$ cat src/rtl/wb_rrarb.sv
// wb_rrarb: 4-master round-robin Wishbone arbiter for one shared slave; define WB_RRARB_TIMEOUT_EN for the stall timeout
module wb_rrarb #(
  parameter int TIMEOUT = 1023
) (
  input  logic         sys_clk,
  input  logic         sys_rst,
  input  logic [3:0]   m_cyc_i,
  input  logic [3:0]   m_stb_i,
  input  logic [3:0]   m_we_i,
  input  logic [127:0] m_adr_i,
  input  logic [127:0] m_dat_i,
  input  logic [15:0]  m_sel_i,
  input  logic [11:0]  m_cti_i,
  output logic [31:0]  m_dat_o,
  output logic [3:0]   m_ack_o,
  output logic [3:0]   m_err_o,
  output logic         s_cyc_o,
  output logic         s_stb_o,
  output logic         s_we_o,
  output logic [31:0]  s_adr_o,
  output logic [31:0]  s_dat_o,
  output logic [3:0]   s_sel_o,
  output logic [2:0]   s_cti_o,
  input  logic [31:0]  s_dat_i,
  input  logic         s_ack_i,
  output logic [1:0]   gnt_o,
  output logic         busy_o
);
  typedef enum logic {IDLE, GRANT} state_t;
  state_t state;
  logic [1:0] gnt, last, win;
  logic tmo;
  // first requester after the previous owner, wrapping round to the previous owner itself
  always_comb begin
    win = last;
    for (int i = 3; i >= 0; i--) win = m_cyc_i[last + 2'(i + 1)] ? last + 2'(i + 1) : win;
  end
  // arbitrate only from IDLE and hold the grant until the owner drops cyc
  always_ff @(posedge sys_clk or posedge sys_rst) begin
    if (sys_rst) begin
      state <= IDLE;
      gnt   <= '0;
      last  <= 2'd3;
    end else if (state == IDLE) begin
      if (|m_cyc_i) begin
        state <= GRANT;
        gnt   <= win;
      end
    end else if (!m_cyc_i[gnt]) begin
      state <= IDLE;
      last  <= gnt;
    end
  end
  assign busy_o  = state == GRANT;
  assign gnt_o   = gnt;
  assign s_cyc_o = busy_o & m_cyc_i[gnt];
  assign s_stb_o = busy_o & m_stb_i[gnt] & ~tmo;
  assign s_we_o  = m_we_i[gnt];
  assign s_adr_o = m_adr_i[{gnt, 5'd0} +: 32];
  assign s_dat_o = m_dat_i[{gnt, 5'd0} +: 32];
  assign s_sel_o = m_sel_i[{gnt, 2'd0} +: 4];
  assign s_cti_o = m_cti_i[3 * gnt +: 3];
  assign m_dat_o = s_dat_i;
  assign m_ack_o = (busy_o & s_ack_i) ? 4'b0001 << gnt : 4'b0000;
`ifdef WB_RRARB_TIMEOUT_EN
  localparam int CW = $clog2(TIMEOUT + 1);
  logic [CW-1:0] cnt;
  assign tmo     = busy_o && cnt == CW'(TIMEOUT);
  assign m_err_o = tmo ? 4'b0001 << gnt : 4'b0000;
  // run length of the owner's unacknowledged strobes; the timeout cycle drops stb and so restarts it
  always_ff @(posedge sys_clk or posedge sys_rst) begin
    if (sys_rst) cnt <= '0;
    else cnt <= (!busy_o || s_ack_i || !s_stb_o) ? '0 : cnt + 1'b1;
  end
`else
  logic unused_timeout;
  assign unused_timeout = |TIMEOUT;
  assign tmo     = 1'b0;
  assign m_err_o = 4'b0000;
`endif
endmodule
$ cat config.mk
export PLATFORM = sky130hd
export DESIGN_NAME = wb_rrarb
export DESIGN_NICKNAME = d
export VERILOG_FILES = /design/src/rtl/wb_rrarb.sv
export SDC_FILE = /design/constraint.sdc
export NUM_CORES = 1
export LEC_CHECK = 0
export ABC_AREA = 1
export CAP_MARGIN = 20
export CORE_AREA = 5 5 170 172
export CTS_CLUSTER_DIAMETER = 40
export CTS_CLUSTER_SIZE = 28
export DETAILED_ROUTE_END_ITERATION = 8
export DIE_AREA = 0 0 175 177
export SYNTH_ARGS = -nofsm -noshare
export SYNTH_HDL_FRONTEND = slang
export SYNTH_SLANG_ARGS = --single-unit
$ cat constraint.sdc
create_clock -name sys_clk -period 1.8 [get_ports sys_clk]
set_clock_uncertainty 0.05 [all_clocks]
set_input_delay 0.45 -clock sys_clk [delete_from_list [all_inputs] [get_ports sys_clk]]
set_output_delay 0.45 -clock sys_clk [all_outputs]
set_load 0.01 [all_outputs]
; ---- Yosys cells after proc, flatten, opt, wreduce, memory -nomap -nowiden
; Cells that the tools add are included.
[totals]
in_bits = 331
regBits = 5
out_inout_bits = 117
[op_classes]
n_mul = 1
n_mux = 19
n_lt_le_gt_ge = 4
add_sub_neg = 3
n_shift = 5
reduce_logical = 3
bitwise_logic = 5
[op_table]
columns = operator, count
row1 = $shiftx A128 B8 Y32, 2
row2 = $shiftx A16 B5 Y4, 1
row3 = $bmux W1 S2, 6
row4 = $lt A2 B3 Y1 const B, 4
row5 = $shiftx A12 B5 Y3, 1
row6 = $mux W1, 9
row7 = $mux W2, 3
row8 = $add A2 B2 Y2 const B, 2
row9 = $mul A2 B2 Y4 const A, 1
row10 = $mux W4, 1
row11 = $reduce_and A2 Y1, 2
row12 = $reduce_or A4 Y1, 1
row13 = $shl A1 B2 Y4 const A, 1
row14 = $and A1 B1 Y1, 3
row15 = $add A2 B1 Y2 const B, 1
row16 = $not A1 Y1, 2

; ---- Longest topological paths before layout
; Gate-level depths: netlist of run 1.
[logic_depth]
word_depth = 6
mapped_depth = 11

; ---- Worst setup path before layout of run 1
; OpenSTA, ideal clock, no wires.
[synth_path]
path_type = flip-flop to output port
start = reg gnt[0], in the netlist gnt_o[0]
end = out m_ack_o[2]
setup_slack_ps = 117
stages_incl_launch_ff = 5
path_buffers = 3
t_arrival_ps = 1183
t_required_ps = 1300
cell_sequence = dfrtp_1 > buf_6 > buf_2 > buf_2 > nor3_1
[synth_between]
elab_chain_len = 2
[synth_lines]
columns = item, line
row1 = from (decl), 31  ; logic [1:0] gnt, last, win;
row2 = from (signal assigned), 47  ; gnt <= win;
row3 = $shl A1 B2 Y4, 64  ; assign m_ack_o = (busy_o & s_ack_i) ? 4'b0001 << gnt : 4'b0000;
row4 = $mux W4, 64
row5 = to (decl), 15  ; output logic [3:0] m_ack_o,
; Every way passes these cells.

; ---- Worst setup path after layout of run 1
[layout_path]
start = reg gnt[0], in the netlist gnt_o[0]
end = out s_adr_o[16]
[layout_between]
elab_chain_len = 1
[layout_lines]
columns = item, line
row1 = $shiftx A128 B8 Y32, 59  ; assign s_adr_o = m_adr_i[{gnt, 5'd0} +: 32];
row2 = to (decl), 20  ; output logic [31:0] s_adr_o,
; Every way passes these cells.

==> flow_summary_export.csv, run 1 <==
group,metric,value,unit
run_status,run_status,"finished, violations left",
run_status,failed_checks,"negative setup slack",
finish,flow.area_growth_from_synthesis,157,%
setup_path,startpoint_of_the_most_critical_register_to_register_path,"gnt_o[0]",
setup_path,critical_path_class,"reg -> out",
sta,report.final.slew_viol_count,0,
floorplan,placementRows,61,
finish,num_antenna_cells,0,
clocking,numCtsBuffers,3,
floorplan,io_pins,448,
logic_synthesis,synthesis.area_per_instance,6.78,um2
clocking,cts_root_buf,"sky130_fd_sc_hd__clkbuf_16",
place,detailed_place_hpwl,17000,um
hold_path,min-delay-path-class,"in -> async",
clocking,clk_latency,0.23,ns
finish,finalInstanceArea,7970,um2
place,count_of_input_and_output_buffers,379,
finish,final_std_cells_w_o_fill,1204,
setup_path,setup.reg_to_reg.worst_slack,0.10,ns
grt,globalRouteTotalUtil,13.4,%
power_and_ir_drop,intPower,6.40,mW
clocking,clkSlewWorstSetupHoldPaths,0.03,ns
sta,fin_tns_setup,-24.04,ns
setup_path,endpoint_kind,"primary output",
setup_path,startpoint_type,"flop",
finish,n_fill_cell,2935,
grt,global_route.overflow_total,0,
finish,most-common-layout-cells,"299 x sky130_fd_sc_hd__clkdlybuf4s50_1, 218 x sky130_fd_sc_hd__nand3_1, 71 x sky130_fd_sc_hd__a22oi_2",
routing,final_antenna_net_count,0,
sta,fin_crit_sh,123,%
floorplan,core_region_area,27300,um2
clocking,clock_tree.htree_level_count,1,
grt,grt_antenna_before_repair,0,
logic_synthesis,yosysWarningCount,0,
clocking,clock_tree.buffer_depth,2,
grt,grt_max_degree,41,
setup_path,crit_required,1.30,ns
power_and_ir_drop,leakage,3.21,nW
power_and_ir_drop,pwr-share-clk,3.0,%
clocking,cts_tree,"built",
logic_synthesis,synthesis.instances,458,
grt,number_of_global_route_vias_before_repair,5360,
finish,sequential_cell_area,135,um2
routing,post-route-drc-count,0,
power_and_ir_drop,total_switching_power,5.90,mW
finish,final_net_count,1190,
setup_path,startpoint,"gnt_o[0]",
floorplan,die_w,175,um
sta,hold_violations,0,
grt,grt_pass1_wl,32000,um
logic_synthesis,post_synth_instance_area,3110,um2
routing,dr.first_iter.drc_count,191,
logic_synthesis,post_synthesis_register_bit_count,5,
sta,final_critical_path_setup_slack,-0.411,ns
power_and_ir_drop,power.density_cell_area,1540,nW/um2
sta,achievable-frequency,452,MHz
logic_synthesis,post_synth_num_cell_types,25,
finish,drive_above_1_share,33.0,%
sta,rsz0062_at_grt,"yes",
floorplan,die_area,31000,um2
run,timing.max_cap.violations,0,
routing,detail_route.vias_per_cell,4.35,
power_and_ir_drop,pwr-share-seq,2.6,%
setup_path,cp_data_arrival_time,1.71,ns
logic_synthesis,ys_seq_area_share,4.11,%
power_and_ir_drop,vdd_drop_max,0.697,mV
place,place_congestion,0.819,
place,detailed_place.area,7160,um2
routing,route.vias.total,5243,
power_and_ir_drop,fin_total_pwr,12.3,mW
setup_path,ff_to_ff_path_depth,11,
setup_path,critPathMaxFanout,6,
finish,mostFrequentLayoutCell,"sky130_fd_sc_hd__clkdlybuf4s50_1",
floorplan,dieHeight,177,um
routing,detail_route.first_pass.iterations,5,
sta,post-route-min-period,2.21,ns
place,placed_cells_incl_taps,1145,
routing,route.final.wire_length,23900,um
power_and_ir_drop,comb_power_share,94.4,%
floorplan,start_util,11.4,%
sta,setup_violations,78,
power_and_ir_drop,fraction_of_power_spent_switching_nets,47.9,%
clocking,clock_sinks,5,
routing,detail_route.wl_per_cell,19.8,um
finish,multiInputGateArea,2390,um2
[worst max-delay path, cell delays in order, from the launching register on]
cell and delay, ns:
sky130_fd_sc_hd__dfrtp_4 0.46, sky130_fd_sc_hd__nor2_4 0.07, sky130_fd_sc_hd__buf_6 0.13, sky130_fd_sc_hd__buf_4 0.14, sky130_fd_sc_hd__buf_12 0.13, sky130_fd_sc_hd__a22oi_2 0.28
sky130_fd_sc_hd__nand3_1 0.11, sky130_fd_sc_hd__buf_2 0.16
[stage by stage]
stage | hold WS (ns) | util [%] | worst slack (ns)
2_1_floorplan | 0.177 | - | 0.117
3_3_place_gp | 0.464 | 26.2 | -0.575
3_5_place_dp | 0.478 | 26.2 | -0.604
4_1_cts | 0.386 | 28.3 | -0.430
5_1_grt | 0.414 | 29.2 | -0.468
6_report | 0.377 | 29.2 | -0.411
[layout make-up]
class / count / share of cell area [%]
tap: 346 / 5.43
multi-input combinational: 356 / 29.9
inverter: 13 / 0.926
sequential: 5 / 1.70
clock buffer: 4 / 0.989
timing repair buffer: 480 / 61.0
[kinds of logic (layout without fill, tap and decap cells)]
kind of cell           after synthesis  in the layout  share of synthesized area (%)
AO/OA/AOI/OAI                       82             82                           30.5
AND/OR/NAND/NOR                    270            270                           42.3
other                                1              4                          0.121
flip-flops                           5              5                           4.11
buffers and inverters              100            497                           23.0
[repair_timing]
action,4_1_cts,5_1_grt
gates cloned,8,6
resized for setup,407,31
buffers inserted,39,13
pin swaps,23,22
endpoints found under the setup margin,81,83
hold buffers,0,0
[worst paths after layout]
| kind | end |
|---|---|
| max reg2reg | last[1] |
| min reg2reg | last[1] |
| min in group sys_clk | last[1] |
| min | busy_o |
| max in group asynchronous | last[1] |
| max | s_adr_o[16] |
[synth_stat cells (all sizes together)]
cell type    n  area [um2]
nor3         1        5.00
nand2       34         135
conb         1        3.75
clkbuf       3        11.3
nor2         9        43.8
dfstp        2        52.6
a22oi       73         898
a31oi        1        6.26
o21ai        5        25.0
a21oi        1        5.00
nand3      226        1130
inv         13        51.3
dfrtp        3        75.1
o22ai        2        12.5
buf         84         651
[power by group through the flow]
stage	Sequential, mW	Clock [mW]	Combinational (mW)
after CTS	0.332	0.381	11.1
after floorplan	0.233	0	5.08
after global placement	0.309	0	9.51
final	0.319	0.372	11.6
after detailed placement	0.313	0	9.55
after global routing	0.331	0.387	12.4
[metal layers]
| layer | global-route usage (%) | part of all wire (%) |
|---|---|---|
| met3 | 3.14 | 8.7 |
| met2 | 24.8 | 51 |
| met1 | 15.3 | 38 |
| met4 | 3.96 | 2.5 |
| met5 | 0 | 0 |
[flip-flops by register name, summed over array words and instances (netlist names)]
signal	flops
busy_o	1
gnt_o	2
last	2
No activity file was read; power rests on OpenSTA's default activity.
==> inputs of run 2 (changes only) <==
clock period = 2.2 ns   (was 1.8 ns; I/O delays follow)
==> flow_summary_export.csv, run 2 (synthesis gave the netlist of run 1 again) <==
group,metric,value,unit
run_status,run_status,"finished, violations left",
run_status,failed_checks,"negative setup slack",
place,pre_cts_slack,-0.389,ns
finish,layout.core_utilization,29.6,%
sta,achievable-frequency,426,MHz
routing,route.vias.total,5278,
clocking,clk_latency,0.23,ns
floorplan,start_util,11.4,%
grt,globalRouteTotalUtil,14.2,%
run,timing.max_cap.violations,0,
place,place_congestion,0.824,
sta,final_critical_path_setup_slack,-0.146,ns
floorplan,die_w,175,um
grt,grt_antenna_before_repair,1,
finish,mostFrequentLayoutCell,"sky130_fd_sc_hd__clkdlybuf4s50_1",
power_and_ir_drop,power.density_cell_area,1270,nW/um2
grt,grt_max_degree,41,
routing,final_antenna_net_count,0,
floorplan,core_region_area,27300,um2
power_and_ir_drop,leakage,3.26,nW
finish,n_fill_cell,2955,
finish,flow.area_growth_from_synthesis,160,%
setup_path,cp_data_arrival_time,1.75,ns
sta,rsz0062_at_grt,"yes",
setup_path,startpoint_type,"flop",
clocking,clock_tree.buffer_depth,2,
place,count_of_input_and_output_buffers,379,
sta,post-route-min-period,2.35,ns
setup_path,crit_required,1.60,ns
routing,detail_route.wl_per_cell,19.5,um
hold_path,min-delay-path-class,"reg -> reg",
sta,report.final.slew_viol_count,0,
floorplan,placementRows,61,
setup_path,critPathMaxFanout,7,
floorplan,dieHeight,177,um
clocking,cts_root_buf,"sky130_fd_sc_hd__clkbuf_16",
routing,detail_route.first_pass.iterations,5,
clocking,numCtsBuffers,3,
routing,dr.first_iter.drc_count,185,
routing,detail_route.vias_per_cell,4.33,
power_and_ir_drop,vdd_drop_max,0.477,mV
finish,final_net_count,1203,
grt,grt_pass1_wl,33500,um
floorplan,die_area,31000,um2
finish,drive_above_1_share,33.6,%
place,detailed_place_hpwl,17300,um
clocking,clock_sinks,5,
floorplan,io_pins,448,
clocking,clkSlewWorstSetupHoldPaths,0.03,ns
setup_path,endpoint_kind,"primary output",
grt,global_route.overflow_total,0,
finish,most-common-layout-cells,"299 x sky130_fd_sc_hd__clkdlybuf4s50_1, 218 x sky130_fd_sc_hd__nand3_1, 73 x sky130_fd_sc_hd__a22oi_2",
setup_path,critical_path_class,"reg -> out",
clocking,cts_hold_buf,0,
routing,post-route-drc-count,0,
grt,number_of_global_route_vias_before_repair,5502,
routing,route.final.wire_length,23800,um
sta,setup_violations,48,
sta,fin_crit_sh,107,%
clocking,clock_tree.htree_level_count,1,
sta,hold_violations,0,
clocking,cts_tree,"built",
## run 2: cell types whose count changed in the layout (fill, tap and decap cells not counted), sizes merged
cell | before | now
buf | 174 | 188
diode | 0 | 1
dlygate4sd2 | 0 | 3
dlymetal6s2s | 1 | 0
clkbuf | 9 | 6
clkinv | 1 | 2
inv | 12 | 11
## run 2: area by class of cell
type / count / area, um2 / area share (%)
diodes: 1 / 2.50 / 0.0310
clock buffers: 4 / 78.8 / 0.975
inverters: 13 / 73.8 / 0.913
multi-input cells: 356 / 2360 / 29.1
flip-flops and latches: 5 / 135 / 1.67
well taps: 346 / 433 / 5.36
repair buffers: 493 / 5000 / 61.9
## run 2: power by group
group / total, mW / internal (mW) / switching, mW / leakage (nW)
Clock: 0.298 / 0.240 / 0.0578 / 0.0382
Sequential: 0.262 / 0.166 / 0.0957 / 0.0544
Combinational: 9.72 / 5.05 / 4.67 / 3.17
Total: 10.3 / 5.45 / 4.83 / 3.26
## run 2: final timing paths
check | from | depth (start not counted) | slack (ns) | end
min in group asynchronous | sys_rst | 2 | 0.49 | busy_o
min reg2reg | last[1] | 2 | 0.48 | last[1]
min | last[1] | 2 | 0.48 | last[1]
max in group asynchronous | sys_rst | 2 | 1.37 | last[0]
max | gnt_o[0] | 9 | -0.15 | s_adr_o[7]
max reg2reg | gnt_o[0] | 9 | 0.54 | busy_o
## run 2: routing by layer
metal	up-vias	part of all wire, %	global-route usage [%]
li1	2500	-	-
met1	2420	38	16.2
met2	308	49	25.3
met3	50	9.1	4.10
met4	0	3.4	5.24
met5	-	0	0
## run 2: worst max-delay path, cell delays in order (launching register included)
cell                      delay [ns]
sky130_fd_sc_hd__dfrtp_4        0.45
sky130_fd_sc_hd__nor2_4         0.05
sky130_fd_sc_hd__buf_6          0.12
sky130_fd_sc_hd__buf_12         0.13
sky130_fd_sc_hd__buf_8          0.13
sky130_fd_sc_hd__buf_8          0.14
sky130_fd_sc_hd__buf_6          0.11
sky130_fd_sc_hd__a22oi_2        0.14
sky130_fd_sc_hd__nand3_1        0.09
sky130_fd_sc_hd__buf_2          0.15
## run 2: what timing repair did
item	CTS	global route
hold endpoints to repair	0	0
gates resized for setup	380	37
pin swaps	32	34
setup endpoints to repair	80	75
buffers inserted	32	4
gates cloned	15	0
## run 2: metrics by stage
stage	std cells	setup TNS [ns]	total power [mW]	hold slack, ns	instance area (um2)
floorplan	461	0	4.34	0.277	3120
global placement	1168	-13.86	8.47	0.467	7380
detailed placement	1168	-14.07	8.48	0.474	7380
CTS	1218	-4.70	10.4	0.474	8030
global route	1218	-8.48	11.0	0.514	8080
finish	1218	-4.02	10.3	0.477	8080
